===== config.mk =====
export PLATFORM = sky130hd
export DESIGN_NAME = pixel_frame_sequencer
export DESIGN_NICKNAME = d
export VERILOG_FILES = /design/src/rtl/pixel_frame_sequencer.sv
export SDC_FILE = /design/constraint.sdc
export NUM_CORES = 1
export LEC_CHECK = 0
export ABC_CLOCK_PERIOD_IN_PS = 2600
export BUFFER_PORTS_ARGS = -buffer_cell sky130_fd_sc_hd__buf_2
export CAP_MARGIN = 0
export CORE_MARGIN = 1
export CORE_UTILIZATION = 45
export DETAILED_ROUTE_END_ITERATION = 7
export GPL_TIMING_DRIVEN = 0
export HOLD_SLACK_MARGIN = 0.02
export PLACE_DENSITY = 0.69
export SLEW_MARGIN = 10
export SYNTH_ARGS = -nofsm -noshare
export SYNTH_HDL_FRONTEND = slang
export SYNTH_SLANG_ARGS = --single-unit

===== constraint.sdc =====
create_clock -name CLK -period 2.6 [get_ports CLK]
set_clock_uncertainty 0.2 [all_clocks]
set_input_delay 0.52 -clock CLK [delete_from_list [all_inputs] [get_ports CLK]]
set_output_delay 0.52 -clock CLK [all_outputs]
set_load 0.01 [all_outputs]

===== src/rtl/pixel_frame_sequencer.sv =====
// pixel_frame_sequencer
//
// Runs one image capture of the pixel array: erase, exposure, ADC conversion
// ramp, then a row-by-row readout in bus-sized chunks.  Readout is paced
// against the downstream buffer with a valid/ready handshake.
//
// Ports:
//   CLK             system clock, everything on the rising edge
//   RESET           synchronous active-high reset
//   START           frame request, only looked at in IDLE
//   EXPOSE_TIME     exposure length in cycles (0 behaves as 1), latched on START
//   BUF_READY       downstream buffer accepts the offered word this cycle
//   ERASE           pixel erase strobe
//   EXPOSE          pixel exposure enable
//   CONVERT         ADC ramp / convert enable
//   READ_EN         array readout enable, high for the whole readout
//   ROW_SEL         row currently offered
//   COL_SEL         chunk index within the row currently offered
//   WORD_VALID      ROW_SEL/COL_SEL word is offered to the buffer
//   FRAME_FINISHED  one-cycle pulse after the last word is taken
//   BUSY            high in every state except IDLE
//
// State table
//   state     | meaning
//   S_IDLE    | waiting for START
//   S_ERASE   | ERASE high for ERASE_CYCLES cycles
//   S_EXPOSE  | EXPOSE high for the latched exposure time
//   S_CONVERT | CONVERT high for 2**PIXEL_BITS cycles
//   S_READ    | offering words, advancing on each accepted transfer
//   S_DONE    | FRAME_FINISHED pulse, back to idle next cycle

module pixel_frame_sequencer #(
    parameter int ARRAY_HEIGHT = 128,
    parameter int ARRAY_WIDTH  = 128,
    parameter int BUS_WIDTH    = 4,
    parameter int PIXEL_BITS   = 8,
    parameter int ERASE_CYCLES = 5,
    parameter int EXPOSE_W     = 16,
    localparam int ROW_W         = $clog2(ARRAY_HEIGHT),
    localparam int WORDS_PER_ROW = ARRAY_WIDTH / BUS_WIDTH,
    localparam int COL_W         = (WORDS_PER_ROW > 1) ? $clog2(WORDS_PER_ROW) : 1
) (
    input  logic                CLK,
    input  logic                RESET,
    input  logic                START,
    input  logic [EXPOSE_W-1:0] EXPOSE_TIME,
    input  logic                BUF_READY,
    output logic                ERASE,
    output logic                EXPOSE,
    output logic                CONVERT,
    output logic                READ_EN,
    output logic [ROW_W-1:0]    ROW_SEL,
    output logic [COL_W-1:0]    COL_SEL,
    output logic                WORD_VALID,
    output logic                FRAME_FINISHED,
    output logic                BUSY
);

    // One shared down-counter times every fixed-length phase; it must hold
    // the largest load value of any of them.
    localparam int ERASE_W = $clog2(ERASE_CYCLES) + 1;
    localparam int TMR_W0  = (EXPOSE_W > PIXEL_BITS) ? EXPOSE_W : PIXEL_BITS;
    localparam int TMR_W   = (TMR_W0 > ERASE_W) ? TMR_W0 : ERASE_W;

    localparam logic [TMR_W-1:0] ERASE_LOAD = TMR_W'(ERASE_CYCLES - 1);
    localparam logic [TMR_W-1:0] CONV_LOAD  = TMR_W'((1 << PIXEL_BITS) - 1);
    localparam logic [ROW_W-1:0] ROW_LAST   = ROW_W'(ARRAY_HEIGHT - 1);
    localparam logic [COL_W-1:0] COL_LAST   = COL_W'(WORDS_PER_ROW - 1);

    typedef enum logic [2:0] {
        S_IDLE,
        S_ERASE,
        S_EXPOSE,
        S_CONVERT,
        S_READ,
        S_DONE
    } state_t;

    state_t              state, state_nx;
    logic [TMR_W-1:0]    timer, timer_nx;
    logic [EXPOSE_W-1:0] expose_lat, expose_lat_nx;
    logic [ROW_W-1:0]    row_nx;
    logic [COL_W-1:0]    col_nx;
    logic                erase_nx, expose_nx, convert_nx, read_nx;
    logic                valid_nx, finished_nx, busy_nx;

    always_comb begin
        state_nx      = state;
        timer_nx      = timer;
        expose_lat_nx = expose_lat;
        row_nx        = ROW_SEL;
        col_nx        = COL_SEL;

        case (state)
            S_IDLE: begin
                if (START) begin
                    state_nx      = S_ERASE;
                    timer_nx      = ERASE_LOAD;
                    expose_lat_nx = (EXPOSE_TIME == '0) ? EXPOSE_W'(1) : EXPOSE_TIME;
                end
            end
            S_ERASE: begin
                if (timer == '0) begin
                    state_nx = S_EXPOSE;
                    // expose_lat is never 0 here, so the subtraction cannot wrap
                    timer_nx = TMR_W'(expose_lat - EXPOSE_W'(1));
                end else begin
                    timer_nx = timer - TMR_W'(1);
                end
            end
            S_EXPOSE: begin
                if (timer == '0) begin
                    state_nx = S_CONVERT;
                    timer_nx = CONV_LOAD;
                end else begin
                    timer_nx = timer - TMR_W'(1);
                end
            end
            S_CONVERT: begin
                if (timer == '0) begin
                    state_nx = S_READ;
                    row_nx   = '0;
                    col_nx   = '0;
                end else begin
                    timer_nx = timer - TMR_W'(1);
                end
            end
            S_READ: begin
                if (BUF_READY) begin
                    if (COL_SEL == COL_LAST) begin
                        col_nx = '0;
                        if (ROW_SEL == ROW_LAST) begin
                            state_nx = S_DONE;
                            row_nx   = '0;
                        end else begin
                            row_nx = ROW_SEL + ROW_W'(1);
                        end
                    end else begin
                        col_nx = COL_SEL + COL_W'(1);
                    end
                end
            end
            S_DONE: begin
                state_nx = S_IDLE;
            end
            default: begin
                state_nx = S_IDLE;
            end
        endcase

        // Outputs are registered, so they are decoded from the next state.
        erase_nx    = (state_nx == S_ERASE);
        expose_nx   = (state_nx == S_EXPOSE);
        convert_nx  = (state_nx == S_CONVERT);
        read_nx     = (state_nx == S_READ);
        valid_nx    = (state_nx == S_READ);
        finished_nx = (state_nx == S_DONE);
        busy_nx     = (state_nx != S_IDLE);
    end

    always_ff @(posedge CLK) begin
        if (RESET) begin
            state          <= S_IDLE;
            timer          <= '0;
            expose_lat     <= '0;
            ROW_SEL        <= '0;
            COL_SEL        <= '0;
            ERASE          <= 1'b0;
            EXPOSE         <= 1'b0;
            CONVERT        <= 1'b0;
            READ_EN        <= 1'b0;
            WORD_VALID     <= 1'b0;
            FRAME_FINISHED <= 1'b0;
            BUSY           <= 1'b0;
        end else begin
            state          <= state_nx;
            timer          <= timer_nx;
            expose_lat     <= expose_lat_nx;
            ROW_SEL        <= row_nx;
            COL_SEL        <= col_nx;
            ERASE          <= erase_nx;
            EXPOSE         <= expose_nx;
            CONVERT        <= convert_nx;
            READ_EN        <= read_nx;
            WORD_VALID     <= valid_nx;
            FRAME_FINISHED <= finished_nx;
            BUSY           <= busy_nx;
        end
    end

endmodule

==> results of run 1 <==
area by class of cell:
| class | count | area, um^2 | share of cell area |
|---|---|---|---|
| multi-input cells | 305 | 1819 | 0.5310 |
| flip-flops and latches | 53 | 1062 | 0.3101 |
| repair buffers | 43 | 227.7 | 0.06647 |
| well taps | 77 | 96.34 | 0.02812 |
| plain buffers | 18 | 83.83 | 0.02447 |
| clock buffers | 6 | 72.57 | 0.02118 |
| inverters | 13 | 48.80 | 0.01424 |
| clock inverters | 2 | 15.01 | 0.004383 |
logic make-up (layout without fill, tap and decap cells):
kind of cell | after synthesis | after routing | share of synthesized area
xor gates and xnor gates | 18 | 18 | 0.05362
and+or+nand+nor | 182 | 182 | 0.3140
buffers and inverters | 31 | 82 | 0.04340
adders and majority gates | 5 | 5 | 0.02128
AOI/OAI and AO/OA | 99 | 99 | 0.2034
muxes | 1 | 1 | 0.003404
DFF | 53 | 53 | 0.3609
path summary, 6_finish.rpt:
path / start / endpoint
worst min register to register: expose_lat[11] / expose_lat[11]
worst min-delay path: EXPOSE_TIME[3] / expose_lat[3]
worst max-delay path: timer[0] / ERASE
worst max register to register: timer[0] / ERASE
cells in the final DEF, fill, tap and decap left out, types with 3 or more instances in the layout:
cell type	netlist	routed
and3_1	3	3
nor3_1	21	21
o21ai_1	13	13
nor4_1	10	10
clkbuf_1	9	10
nand3_1	8	8
a21oi_1	46	46
inv_1	11	11
ha_1	5	4
clkbuf_8	0	5
nor2_2	1	4
nand4_1	5	5
buf_2	6	42
a32oi_1	4	4
o21ai_0	8	8
nand2_1	61	60
dfxtp_1	53	52
xor2_1	9	9
nor2_1	41	37
buf_4	1	6
or3_1	6	5
xnor2_1	9	9
a31oi_1	5	5
nand2b_1	3	3
what timing repair did:
action                     CTS  global route
setup endpoints to repair   18            30
cloned                       0             0
setup buffers                2             3
hold buffers                 0             0
resized for setup            6            14
pin swaps                    0             0
power groups by stage:
stage,Sequential [mW],Combinational (mW),Clock (mW)
detailed placement,1.20,2.52,0
global placement,1.19,2.49,0
finish,1.19,2.93,0.477
floorplan,1.16,1.95,0
CTS,1.18,2.64,0.483
global route,1.22,3.20,0.509
synthesized netlist by cell type (all sizes together), types with 2 or more instances:
cell	instances
a2111oi	3
a211oi	3
a21o	2
a21oi	46
a221oi	2
a31oi	5
a32oi	4
and2	2
and3	3
and4	2
buf	9
clkbuf	9
dfxtp	53
ha	5
inv	12
nand2	62
nand2b	3
nand3	8
nand3b	2
nand4	6
nor2	42
nor2b	2
nor3	21
nor4	13
nor4b	3
o21ai	21
or2	2
or3	6
or4	3
xnor2	9
xor2	9
through the flow:
step | instances | worst slack [ns] | hold WS (ns) | instance area (um^2) | utilization
2_1_floorplan | 389 | 0.3164 | 0.2445 | 2940 | -
3_5_place_dp | 504 | -0.1289 | 0.2746 | 3227 | 0.5111
6_report | 517 | 0.09057 | 0.2449 | 3426 | 0.5426
5_1_grt | 517 | -0.08645 | 0.2535 | 3426 | 0.5426
3_3_place_gp | 504 | -0.09404 | 0.2602 | 3227 | 0.5111
4_1_cts | 514 | 0.03345 | 0.2412 | 3352 | 0.5309
registers in the layout, indices dropped and copies added (netlist names), 3 cells and up:
name / flops
expose_lat: 16
timer: 16
ROW_SEL: 7
COL_SEL: 5
state: 3
per-layer routing:
metal,routed length (um),up-vias,part of all wire
met1,3523,1382,0.46
li1,-,1503,-
met2,3550,85,0.47
met5,0,-,0
met4,103,0,0.014
met3,405,9,0.053
worst max-delay path, delay by kind of cell, from the launching register on:
kind                       cells  cell delay, ns
AOI/OAI and AO/OA              3            0.76
adders and majority gates      1            0.21
buffers and inverters          2            0.22
and+or+nand+nor                3            0.59
DFF                            1            0.40
==> results.md, run 1 <==
- FF+latch count, synth: 53
- Via count: 2,979
- Antenna Nets Post-Route: 0
- Number of synthesized flops with an enable pin: 0
- Worst-path cell chain: inv_1, ha_2, nor4b_4, buf_4, and4_2, nor2_2, a221oi_1, o22a_1, a2111oi_1
- Routed wire length: 7582 um
- Peak Freq: 398.5 MHz
- Setup TNS: 0 ns
- Share of layout cells above drive strength 1: 0.1795
- GRT Total Usage: 0.2226
- Clock Sinks: 53
- Synth async-reset ratio: 0
- DP HPWL: 5608 um
- Die area: a little under 7000 um^2
- Worst hold path depth: 3
- Area leader, netlist: dfxtp_1
- Worst-path fanout max: 6
- Final hold viol count: 0
- Fillers: around 630
- Port Buf Inserts: 38
- Worst skew pair latency: 0.31 ns
- Iter 0 DRT Violations: around 240
- Outcome: completed
- Grt met3 use: 0.04374
- M2 GR Usage: 0.3651
- Worst VDD drop: 555.1 uV
- Top-area cell type share of the netlist area: 0.3609
- Internal power: 2.343 mW
- Area Overhead vs Synth: 16.51%
- Ys flop type: dfxtp_1
- Syn Inst Count: 389
- Max_cap viols: 0
- Initial Util: 0.4657
- H-Tree Depth: 2
- Sw power: around 2.3 mW
- Final period utilization: 0.9652
- Sw Share: 0.4903
- Hold Crit Class: in2reg
- Critical Path Sink Type: flop
- Max-slew violation count: 0
- Core ar.: 6314 um^2
- GP Congestion: 0.9094
- Synth area leaders: dfxtp_1, a21oi_1, nand2_1
- Syn Area/Cell: about 7.6 um^2
- Post-Syn Area: just under 3000 um^2
- R2R Setup Slk: ~0.091 ns
- Met1 Use GR: 0.2947
- Number of global-route vias before repair: 2,723
- Drt pass-1 iters: 4
- Number of distinct library cells after synthesis: 61
- Critical Path Max Stage Delay: approximately 0.40 ns
- Initial antenna violation count: 0
- First-pass GRT wire length: 12,610 um
- CTS root buf: clkbuf_8
- Worst path slowest cell: dfxtp_2
- Overall power: 4.596 mW
- Fin nets: 464
- Power per cell area: 1342 nW/um^2
- Setup violators final: 0
- Vias per cell: 5.762
- LEAKAGE: between 1 and 1.5 nW
- Mapped Nets: between 400 and 500
- Seq pwr share: 0.258
- WS Path Type: reg2reg
- Sequential area share after synthesis: 0.3609
- Pin count of the biggest net entering global routing: 17
- # rows: 29
- Clock-pin slew on the worst setup and hold paths: 0.10 ns
- Die Span Y: 82.84 um
- Arr. time, crit path: 2.51 ns
- Combinational fraction of design power: 0.638
- Setup crit start kind: flop
- CTS buffer count: 5
- Gr ovfl total: 0
- Top Ports: 39
- GRT busiest layer: met2
- DRC: 0
- Min cycle time layout: around 2.5 ns
- Clk pwr share: 0.104
- R2r worst-path depth: 9
- CTS tree: built
- Clock Path Buffers: 2
- Yosys warning total: 0
- Diodes inserted: 0
- RSZ-0062 raised after global routing: yes
- Slew @ Worst Pin: 0.7895 ns
- Die W: 82.84 um
- Slew headroom: 0.4718
- DR WL/cell: 14.67 um
- Required @ worst endpoint: 2.60 ns
Note: power is estimated with default switching activity, not from simulation.
==> inputs of run 2 (changes only) <==
--- a/config.mk
+++ b/config.mk
@@ -5,7 +5,7 @@
 export SDC_FILE = /design/constraint.sdc
 export NUM_CORES = 1
 export LEC_CHECK = 0
-export ABC_CLOCK_PERIOD_IN_PS = 2600
+export ABC_CLOCK_PERIOD_IN_PS = 2100
 export BUFFER_PORTS_ARGS = -buffer_cell sky130_fd_sc_hd__buf_2
 export CAP_MARGIN = 0
 export CORE_MARGIN = 1
@@ -13,8 +13,7 @@
 export DETAILED_ROUTE_END_ITERATION = 7
 export GPL_TIMING_DRIVEN = 0
 export HOLD_SLACK_MARGIN = 0.02
-export PLACE_DENSITY = 0.69
-export SLEW_MARGIN = 10
+export PLACE_DENSITY = 0.71
 export SYNTH_ARGS = -nofsm -noshare
 export SYNTH_HDL_FRONTEND = slang
 export SYNTH_SLANG_ARGS = --single-unit
==> constraint.sdc (replaced) <==
create_clock -name CLK -period 2.1 [get_ports CLK]
set_clock_uncertainty 0.2 [all_clocks]
set_input_delay 0.42 -clock CLK [delete_from_list [all_inputs] [get_ports CLK]]
set_output_delay 0.42 -clock CLK [all_outputs]
set_load 0.01 [all_outputs]
==> run 2 against run 1 <==
Highest routed layer unchanged. Routed wire length increased by 10%. Sequential cell count unchanged. Hold slack got worse by 0.11 ns. Final area increased by 15%. Sequential share of layout area decreased by 3.8 points. The flow now finishes with violations (negative setup slack). Total power increased by 53%. Register-to-register slack got worse by 0.32 ns.
==> results.md, run 2 (synthesis gave the netlist of run 1 again) <==
- DP HPWL: 5590 um (-0.32%)
- LEAKAGE: 1.580 nW (+16%)
- Initial antenna violation count: 0 (unchanged)
- RSZ-0062 raised after global routing: yes
- Vias per cell: 5.887 (+2.2%)
- Number of global-route vias before repair: 2,937 (+7.9%)
- Most frequent cells in the layout: nand2_1, dfxtp_1, a21oi_1
- Setup WS pre-CTS: -0.4197 ns (-0.2908 ns)
- Via count: 3,173 (+6.5%)
- Routed wire length: 8341 um (+10%)
- Setup ws final: -0.2267 ns (-0.3173 ns)
- Clock Path Buffers: 2 (unchanged)
- Iter 0 DRT Violations: 286 (+20%)
- Arr. time, crit path: 2.35 ns (-0.16 ns)
- Biggest regs: expose_lat (16), timer (16), ROW_SEL (7)
- Most common cell after layout, fill and taps aside: nand2_1
- Post-Place Cell Area: 3294 um^2 (+2.1%)
- H-Tree Depth: 2 (unchanged)
- Failing checks: negative setup slack
- Core ar.: 6314 um^2 (unchanged)
- CTS root buf: clkbuf_8
- Initial Util: 0.4657 (unchanged)
- Required @ worst endpoint: 2.13 ns (-0.47 ns)
- Hold-fix buffer count after cts: 0 (unchanged)
- First-pass GRT wire length: 13,540 um (+7.4%)
- Final period utilization: 1.108 (+0.1428)
- WS Path Type: reg2reg
- Worst VDD drop: 1031 uV (+86%)
- Diodes inserted: 0 (unchanged)
- Min cycle time layout: 2.327 ns (-0.1827 ns)
- Max-slew violation count: 0 (unchanged)
- GRT Total Usage: 0.2398 (+0.01718)
- Setup violators final: 23 (+23)
- Slew @ Worst Pin: 0.6201 ns (-0.1694 ns)
- Die Span Y: 82.84 um (unchanged)
- Top Ports: 39 (unchanged)
- DRC: 0 (unchanged)
- GP Congestion: 0.9210 (+1.3%)
- Fin area: 3933 um^2 (+15%)
- Peak Freq: 429.8 MHz (+7.9%)
- Final hold viol count: 0 (unchanged)
- Share of layout cells above drive strength 1: 0.3139 (+0.1343)
- Critical Path Sink Type: flop
- Clock-pin slew on the worst setup and hold paths: 0.11 ns (about the same)
- # rows: 29 (unchanged)
- Area Overhead vs Synth: 33.74%
- Port Buf Inserts: 38 (unchanged)
- Worst-path fanout max: 8 (+2)
- Fin nets: 486 (+4.7%)
- Setup crit start kind: flop
- Gr ovfl total: 0 (unchanged)
- Drt pass-1 iters: 5 (+1)
- Slew headroom: 0.5866 (+0.1149)
- Setup TNS: -3.534 ns (-3.534 ns)
- Outcome: complete, but fails checks
- Fillers: 557 (-12%)
- Pin count of the biggest net entering global routing: 20 (+3)
- DR WL/cell: 15.47 um (+5.5%)
- Worst skew pair latency: 0.32 ns (about the same)
- CTS tree: built
- Clock Sinks: 53 (unchanged)
- Hold Crit Class: in2reg
- Max_cap viols: 0 (unchanged)
- Power per cell area: 1783 nW/um^2 (+33%)
- CTS buffer count: 5 (unchanged)
- Antenna Nets Post-Route: 0 (unchanged)
- Die area: 6862 um^2 (unchanged)
- Die W: 82.84 um (unchanged)
run 2: cell types whose count changed in the layout (fill, tap and decap cells not counted), moves of 5 or more:
| cell | before | now |
|---|---|---|
| nor2_4 | 1 | 6 |
| nor3_1 | 21 | 16 |
| clkbuf_1 | 10 | 4 |
| clkbuf_2 | 0 | 5 |
| buf_6 | 0 | 8 |
| buf_4 | 6 | 25 |
run 2: what timing repair did:
item	4_1_cts	5_1_grt
pin swaps	15	12
gates cloned	1	0
gates resized for setup	43	36
setup buffers	21	8
endpoints found under the setup margin	43	46
run 2: metal layers:
layer,global-route usage,part of all wire
met5,0,0
met1,0.3118,0.42
met3,0.04274,0.064
met4,0.1160,0.032
met2,0.3845,0.48
run 2: final cells by class:
| cell class | instances | area, um^2 | area share |
|---|---|---|---|
| sequential | 53 | 1070 | 0.2720 |
| inverter | 13 | 51.30 | 0.01304 |
| multi-input combinational | 305 | 2095 | 0.5326 |
| buffer | 17 | 107.6 | 0.02736 |
| clock inverter | 3 | 28.78 | 0.007318 |
| tap | 77 | 96.34 | 0.02450 |
| timing repair buffer | 66 | 415.4 | 0.1056 |
| clock buffer | 5 | 68.82 | 0.01750 |
run 2: worst paths after layout:
kind | start | end | slack, ns | cells after the start
worst min-delay path | EXPOSE_TIME[3] | expose_lat[3] | 0.14 | 3
worst max register to register | timer[0] | ROW_SEL[5] | -0.23 | 10
worst max-delay path | timer[0] | ROW_SEL[5] | -0.23 | 10
worst min register to register | expose_lat[11] | expose_lat[11] | 0.27 | 2
run 2: critical path, cell delays in order, from the launching register on:
cell and delay (ns):
dfxtp_4 0.37, inv_4 0.05, ha_4 0.12, nor4b_4 0.26, buf_4 0.21, nand4_4 0.15, or3_4 0.44, nand2_8 0.12
nand4_1 0.11, xor2_1 0.15, nor2_1 0.05
run 2: power by group:
part | total, mW | switching [mW] | internal, mW
logic | 4.85 | 2.67 | 2.18
registers | 1.53 | 0.301 | 1.23
clock network | 0.632 | 0.381 | 0.250
total | 7.01 | 3.35 | 3.66
run 2: metrics by stage:
step	utilization	hold slack [ns]	std cells	power, mW
after floorplan	-	0.2445	389	4.076
final	0.6229	0.1365	539	7.011
after detailed placement	0.5218	0.2562	504	4.827
after CTS	0.5908	0.1396	532	6.340
after global routing	0.6229	0.1405	539	7.491
after global placement	0.5218	0.2558	504	4.773
